$ cat src/rtl/rfilt_pkg.sv
// Shared definitions for the range-weighted window filter: datapath width helpers,
// the weight-squaring step and the stage/divider state types.
package rfilt_pkg;

    typedef logic stage_valid_t;

    typedef enum logic [1:0] {
        DIV_IDLE,
        DIV_RUN,
        DIV_DONE
    } div_state_t;

    function automatic int num_w(input int pix_w, input int taps);
        return 2 * pix_w + $clog2(taps);
    endfunction

    function automatic int den_w(input int pix_w, input int taps);
        return pix_w + $clog2(taps);
    endfunction

    // One squaring step: w <= (w*w) >> pix_w; the caller truncates to pix_w bits.
    function automatic logic [63:0] sq_weight(input logic [31:0] w, input int pix_w);
        return ({32'd0, w} * {32'd0, w}) >> pix_w;
    endfunction

endpackage

$ cat src/rtl/rfilt_seq_div.sv
// Start/done restoring divider producing one quotient bit per cycle (QW cycles per divide).
// Define RANGE_FILTER_ROUND_EN for round-half-up quotients; otherwise the quotient truncates.
module rfilt_seq_div
    import rfilt_pkg::*;
#(
    parameter int NW = 20,
    parameter int DW = 12,
    parameter int QW = 8
) (
    input  logic          clk,
    input  logic          rst_n,
    input  logic          start,
    input  logic [NW-1:0] num,
    input  logic [DW-1:0] den,
    input  logic          take,
    output logic          free,
    output logic          busy,
    output logic          done,
    output logic [QW-1:0] quot
);

    localparam int CW    = (NW + 1 > DW + QW + 1) ? NW + 1 : DW + QW + 1;
    localparam int CNT_W = $clog2(QW + 1);
`ifdef RANGE_FILTER_ROUND_EN
    localparam bit ROUND = 1'b1;
`else
    localparam bit ROUND = 1'b0;
`endif

    div_state_t       state, state_nxt;
    logic [CNT_W-1:0] cnt;
    logic [CW-1:0]    rem, dsh, rem_init;
    logic [QW-1:0]    q;
    logic             ovf;
    logic             ge;

    assign rem_init = CW'(num) + (ROUND ? CW'(den >> 1) : CW'(0));
    assign ge       = (rem >= dsh);
    assign done     = (state == DIV_DONE);
    assign busy     = (state != DIV_IDLE);
    // A finished result leaving this cycle frees the divider for an immediate reload.
    assign free     = (state == DIV_IDLE) || (done && take);
    assign quot     = ovf ? '1 : q;

    // NOTE: every always_comb output gets a default first so no path can infer a latch.
    always_comb begin
        state_nxt = state;
        case (state)
            DIV_IDLE: if (start) state_nxt = DIV_RUN;
            DIV_RUN:  if (cnt == '0) state_nxt = DIV_DONE;
            DIV_DONE: if (take) state_nxt = start ? DIV_RUN : DIV_IDLE;
            default:  state_nxt = DIV_IDLE;
        endcase
    end

    // NOTE: sequential state uses non-blocking assignments so all flops update together.
    always_ff @(posedge clk or negedge rst_n) begin
        if (!rst_n) state <= DIV_IDLE;
        else        state <= state_nxt;
    end

    // NOTE: datapath registers carry no reset; the state machine guards every use of them.
    always_ff @(posedge clk) begin
        if (start) begin
            rem <= rem_init;
            dsh <= CW'(den) << (QW - 1);
            q   <= '0;
            cnt <= CNT_W'(QW - 1);
            ovf <= (rem_init >= (CW'(den) << QW));
        end else if (state == DIV_RUN) begin
            if (ge) rem <= rem - dsh;
            dsh <= dsh >> 1;
            q   <= (q << 1) | QW'(ge);
            cnt <= cnt - CNT_W'(1);
        end
    end

endmodule

$ cat src/rtl/range_filter_pipe.sv
// Range-weighted window filter: weight pipeline, product/sum stages, iterative divider, output register.
// Rounding mode is selected by the RANGE_FILTER_ROUND_EN macro inside rfilt_seq_div.
module range_filter_pipe
    import rfilt_pkg::*;
#(
    parameter int PIX_W     = 8,
    parameter int TAPS      = 9,
    parameter int SQ_STAGES = 3,
    parameter int CENTER_W  = 248
) (
    input  logic                    clk,
    input  logic                    rst_n,
    input  logic                    in_valid,
    output logic                    in_ready,
    input  logic [TAPS*PIX_W-1:0]   in_pixels,
    output logic                    out_valid,
    input  logic                    out_ready,
    output logic [PIX_W-1:0]        out_pixel,
    output logic                    busy
);

    localparam int C   = TAPS / 2;
    localparam int NW  = num_w(PIX_W, TAPS);
    localparam int DW  = den_w(PIX_W, TAPS);
    localparam int PW2 = 2 * PIX_W;
    localparam int PS  = SQ_STAGES + 1;
    localparam int SS  = SQ_STAGES + 2;
    localparam int NS  = SQ_STAGES + 3;
    localparam logic [PIX_W-1:0] PIX_MAX = '1;
    localparam logic [PIX_W-1:0] CTR_W   = PIX_W'(CENTER_W);

    if (CENTER_W < 1 || CENTER_W > (2 ** PIX_W) - 1) begin : g_bad_center
        $error("range_filter_pipe: CENTER_W out of range");
    end
    if (TAPS < 3 || (TAPS % 2) == 0) begin : g_bad_taps
        $error("range_filter_pipe: TAPS must be odd and >= 3");
    end
    if (SQ_STAGES < 1) begin : g_bad_sq
        $error("range_filter_pipe: SQ_STAGES must be >= 1");
    end

    stage_valid_t [NS-1:0]   vld;
    logic [NS-1:0]           adv;
    logic [TAPS*PIX_W-1:0]   pix0, w0, w_last, pix_last, wp_q;
    logic [TAPS*PW2-1:0]     prod_nxt, prod_q;
    logic [NW-1:0]           num_nxt, num_q;
    logic [DW-1:0]           den_nxt, den_q;
    logic                    div_free, div_busy, div_done, div_take;
    logic [PIX_W-1:0]        div_quot;

    // Initial weights from absolute distance to the centre pixel.
    always_comb begin
        for (int i = 0; i < TAPS; i++) begin
            logic [PIX_W-1:0] p, pc, d;
            p  = pix0[i*PIX_W +: PIX_W];
            pc = pix0[C*PIX_W +: PIX_W];
            d  = (p > pc) ? p - pc : pc - p;
            w0[i*PIX_W +: PIX_W] = (i == C) ? CTR_W : PIX_MAX - d;
        end
    end

    for (genvar k = 1; k <= SQ_STAGES; k++) begin : g_sq
        logic [TAPS*PIX_W-1:0] src_w, src_pix, nxt, w, pix;
        if (k == 1) begin : g_first
            assign src_w   = w0;
            assign src_pix = pix0;
        end else begin : g_rest
            assign src_w   = g_sq[k-1].w;
            assign src_pix = g_sq[k-1].pix;
        end
        always_comb begin
            for (int i = 0; i < TAPS; i++) begin
                nxt[i*PIX_W +: PIX_W] = (i == C) ? CTR_W
                    : PIX_W'(sq_weight(32'(src_w[i*PIX_W +: PIX_W]), PIX_W));
            end
        end
        always_ff @(posedge clk) begin
            if (adv[k-1]) begin
                w   <= nxt;
                pix <= src_pix;
            end
        end
    end

    assign w_last   = g_sq[SQ_STAGES].w;
    assign pix_last = g_sq[SQ_STAGES].pix;

    always_comb begin
        for (int i = 0; i < TAPS; i++) begin
            prod_nxt[i*PW2 +: PW2] = PW2'(w_last[i*PIX_W +: PIX_W]) * PW2'(pix_last[i*PIX_W +: PIX_W]);
        end
    end

    always_comb begin
        num_nxt = '0;
        den_nxt = '0;
        for (int i = 0; i < TAPS; i++) begin
            num_nxt = num_nxt + NW'(prod_q[i*PW2 +: PW2]);
            den_nxt = den_nxt + DW'(wp_q[i*PIX_W +: PIX_W]);
        end
    end

    always_ff @(posedge clk) begin
        if (in_valid && in_ready) pix0 <= in_pixels;
        if (adv[SQ_STAGES]) begin
            prod_q <= prod_nxt;
            wp_q   <= w_last;
        end
        if (adv[PS]) begin
            num_q <= num_nxt;
            den_q <= den_nxt;
        end
    end

    // Advance enables ripple back from the divider: a stage moves when its successor is empty or moving.
    always_comb begin
        logic go, a;
        go  = div_free;
        adv = '0;
        for (int k = SS; k >= 0; k--) begin
            a      = vld[k] & go;
            adv[k] = a;
            go     = !vld[k] | a;
        end
    end

    assign in_ready = !vld[0] | adv[0];

    always_ff @(posedge clk or negedge rst_n) begin
        if (!rst_n) begin
            vld <= '0;
        end else begin
            vld[0] <= (in_valid & in_ready) | (vld[0] & !adv[0]);
            for (int k = 1; k < NS; k++) vld[k] <= adv[k-1] | (vld[k] & !adv[k]);
        end
    end

    assign div_take = div_done && (!out_valid || out_ready);

    rfilt_seq_div #(
        .NW (NW),
        .DW (DW),
        .QW (PIX_W)
    ) u_div (
        .clk   (clk),
        .rst_n (rst_n),
        .start (adv[SS]),
        .num   (num_q),
        .den   (den_q),
        .take  (div_take),
        .free  (div_free),
        .busy  (div_busy),
        .done  (div_done),
        .quot  (div_quot)
    );

    always_ff @(posedge clk or negedge rst_n) begin
        if (!rst_n) begin
            out_valid <= 1'b0;
            out_pixel <= '0;
        end else if (div_take) begin
            out_valid <= 1'b1;
            out_pixel <= div_quot;
        end else if (out_ready) begin
            out_valid <= 1'b0;
        end
    end

    assign busy = (|vld) | div_busy | out_valid;

endmodule
$ cat config.mk
export PLATFORM = sky130hd
export DESIGN_NAME = range_filter_pipe
export DESIGN_NICKNAME = d
export VERILOG_FILES = /design/src/rtl/rfilt_pkg.sv /design/src/rtl/rfilt_seq_div.sv /design/src/rtl/range_filter_pipe.sv
export SDC_FILE = /design/constraint.sdc
export NUM_CORES = 2
export LEC_CHECK = 0
export ABC_AREA = 1
export BUFFER_PORTS_ARGS = -buffer_cell sky130_fd_sc_hd__buf_2
export CAP_MARGIN = 5
export CORE_ASPECT_RATIO = 1.2
export CORE_MARGIN = 2
export CORE_UTILIZATION = 45
export CTS_BUF_LIST = sky130_fd_sc_hd__clkbuf_4 sky130_fd_sc_hd__clkbuf_8
export CTS_CLUSTER_SIZE = 10
export DETAILED_ROUTE_END_ITERATION = 10
export PLACE_DENSITY = 0.6
export REMOVE_ABC_BUFFERS = 1
export SYNTH_ARGS = -nofsm -noshare
export SYNTH_HDL_FRONTEND = slang
export SYNTH_SLANG_ARGS = --single-unit
$ cat constraint.sdc
create_clock -name clk -period 14.4 [get_ports clk]
set_input_delay 2.88 -clock clk [delete_from_list [all_inputs] [get_ports clk]]
set_output_delay 2.88 -clock clk [all_outputs]
set_load 0.01 [all_outputs]
==> metrics.csv <==
metric;value;unit
initial cell density of the core;45.3;%
DRT antenna net count;0;
Setup violations, final;0;
crit start category;primary input;
Max Buffers Root-to-Sink;3;
vias;64500;
Max transition margin;23.9;%
share of layout cells above drive strength 1;4.23;%
DP HPWL;166000;um
Port Buffer Count;86;
First-pass DRT Iterations;5;
global-route wire length before repair;335000;um
minimum clock period;7.86;ns
Tcrit/Tclk final;54.6;%
worst-skew pair later-pin latency;0.91;ns
# resized after CTS;0;
Routed WL per cell;15.5;um
Residual DRC;0;
Hold Path Class;flop to flop;
chip height;499;um
Max-cap violations;0;
unrepaired setup endpoints after global routing;false;
commonest non-fill, non-tap cell in the layout;inv_1;
commonest non-fill, non-tap cells in the layout;2503 x inv_1, 2161 x nand2_1, 1194 x ha_1, 1049 x fa_1, 750 x edfxtp_1;
hold buffer count at CTS;0;
post-synthesis sequential area ratio;25.4;%
critical path peak fanout;18;
Slew @ Worst Pin;1.14;ns
vias per inst;4.93;
Die Width;416;um
outcome;finished, final reports clean;
clock sinks;787;
TritonCTS buffer count;145;
Yosys cell types;56;
CTS tree;done;
clock-pin slew on the worst setup and hold paths;0.07;ns
initial antenna violation count;6;
fillcell total;19100;
Remaining Overflow, GRT;0;
Synth-to-Final Area Change;6.41;%
RD Place Congestion;0.895;
I/O pin total;87;
Fmax;0.127;GHz
Max Slew Vio Count;0;
worst hold slack;0.392;ns
Clock Skew;0.0404;ns
Post-Syn Instances;10300;
number of synthesized flops with an enable pin;750;
area of the mapped netlist;0.0918;sq mm
largest net degree at the start of global routing;129;
Ys Warns;0;
critical path arrival;4.98;ns
routed wire length;202000;um
die area;0.208;sq mm
vias in the first global route;67600;
register area;0.0233;sq mm
total track usage;19.9;%
syn_area_per_cell;8.87;sq um
top_reg_cell synth;edfxtp_1;
cell row count;181;
Iter 0 DRT Violations;3129;
ys async rst share;2.16;%
Setup Fix Bufs, Post-CTS;0;
Final Hold Vio Count;0;
Crit. End Element;primary output;
Worst Path Required;11.52;ns
Setup CP Type;primary input to primary output;
Setup TNS Final;0;ns
Nets;12600;
synthesis-stage register bit count;787;
CTS H-tree depth;4;
CORE AREA;0.203;sq mm
clock root buffer master;clkbuf_8;
Multi-input gate area;0.0579;sq mm
## sequential cells by signal (all words and copies together), names as in the netlist
name          cells
vld               6
num_q            20
den_q            12
u_div.dsh        19
u_div.q           8
out_pixel         8
prod_q          141
u_div.state       2
g_sq.src_pix     72
u_div.ovf         1
u_div.rem        21
g_sq.w          192
g_sq.pix        216
u_div.cnt         4
wp_q             64
out_valid         1
## routing by layer
metal  track usage [%]  vias to the layer above  routed length (um)
met2              35.2                     1109              100000
met4              6.84                        4                6550
li1                  -                    31700                   -
met5                 0                        -                  24
met3              2.35                      317                7090
met1              25.1                    31400               88300
## worst paths after layout
path	startpoint	endpoint	slack [ns]	cells after the start
max	out_ready	in_ready	6.54	12
min	g_sq[2].pix[37]	g_sq[3].pix[37]	0.39	0
max reg2reg	g_sq[1].src_pix[36]	g_sq[1].w[55]	7.50	25
min reg2reg	g_sq[2].pix[37]	g_sq[3].pix[37]	0.39	0
max in group asynchronous	rst_n	vld[3]	12.22	1
min in group asynchronous	rst_n	out_pixel[7]	1.90	1
## cells in the mapped netlist (12+ instances only)
library cell  number  share of area, %
o21ai_0          237               1.3
o31ai_1           13              0.11
nand3b_1          13              0.11
o211ai_1          12             0.098
buf_2             24              0.13
clkbuf_2          13             0.071
edfxtp_1         750                25
inv_2             15             0.061
dfxtp_1           20              0.44
dfrtp_1           17              0.46
a21o_1            41              0.34
o21a_1            27              0.22
or2_2             22              0.15
fa_1            1049                23
o21ai_1           20              0.11
ha_1            1194                16
inv_1           2506                10
nand4_1           50              0.34
nor3_1            56              0.31
xor2_1           360               3.4
xnor2_1          120               1.1
nand2_2           31              0.21
clkbuf_1         235              0.96
nand3_1          216               1.2
nor2_1           514               2.1
nand2_1         2161               8.8
a31oi_1           21              0.14
a21oi_1          473               2.6
o21bai_1          32              0.26
## critical path: stages
cell and delay [ns]:
buf_2 0.10, nor2_1 0.16, inv_1 0.08, nand2_1 0.34, nand2_1 0.18, nor3_1 0.18
inv_1 0.10, nor2_1 0.35, nand2_1 0.15, nor2_1 0.19, nand2_1 0.13, buf_2 0.16
## layout make-up
cell class              instances  share of cell area, %
multi-input cells            6759                   59.3
flip-flops and latches        787                   23.9
inverters                    2522                   9.71
well taps                    2653                   3.40
clock buffers                 174                   2.29
clock inverters                82                  0.815
repair buffers                108                  0.610
diodes                          2                0.00512
## stage by stage
step | utilization (%) | cells | worst slack, ns | cell area [sq um]
2_1_floorplan | - | 10100 | 3.61 | 90700
3_3_place_gp | 46.7 | 12800 | 6.55 | 94600
3_5_place_dp | 46.7 | 12800 | 6.57 | 94600
4_1_cts | 48.2 | 13100 | 6.56 | 97700
5_1_grt | 48.2 | 13100 | 6.29 | 97700
6_report | 48.2 | 13100 | 6.54 | 97700
## cells by family after synthesis
logic type	synth area share (%)
simple gates	13.5
mux	0.0395
flops	25.4
other cells	0.00409
compound gates	5.55
buf+inv	11.5
fa+ha+maj	39.2
xor+xnor	4.74
Power is not shown: default switching activity piles up to over one toggle a cycle in this logic, so the estimate is an artifact.
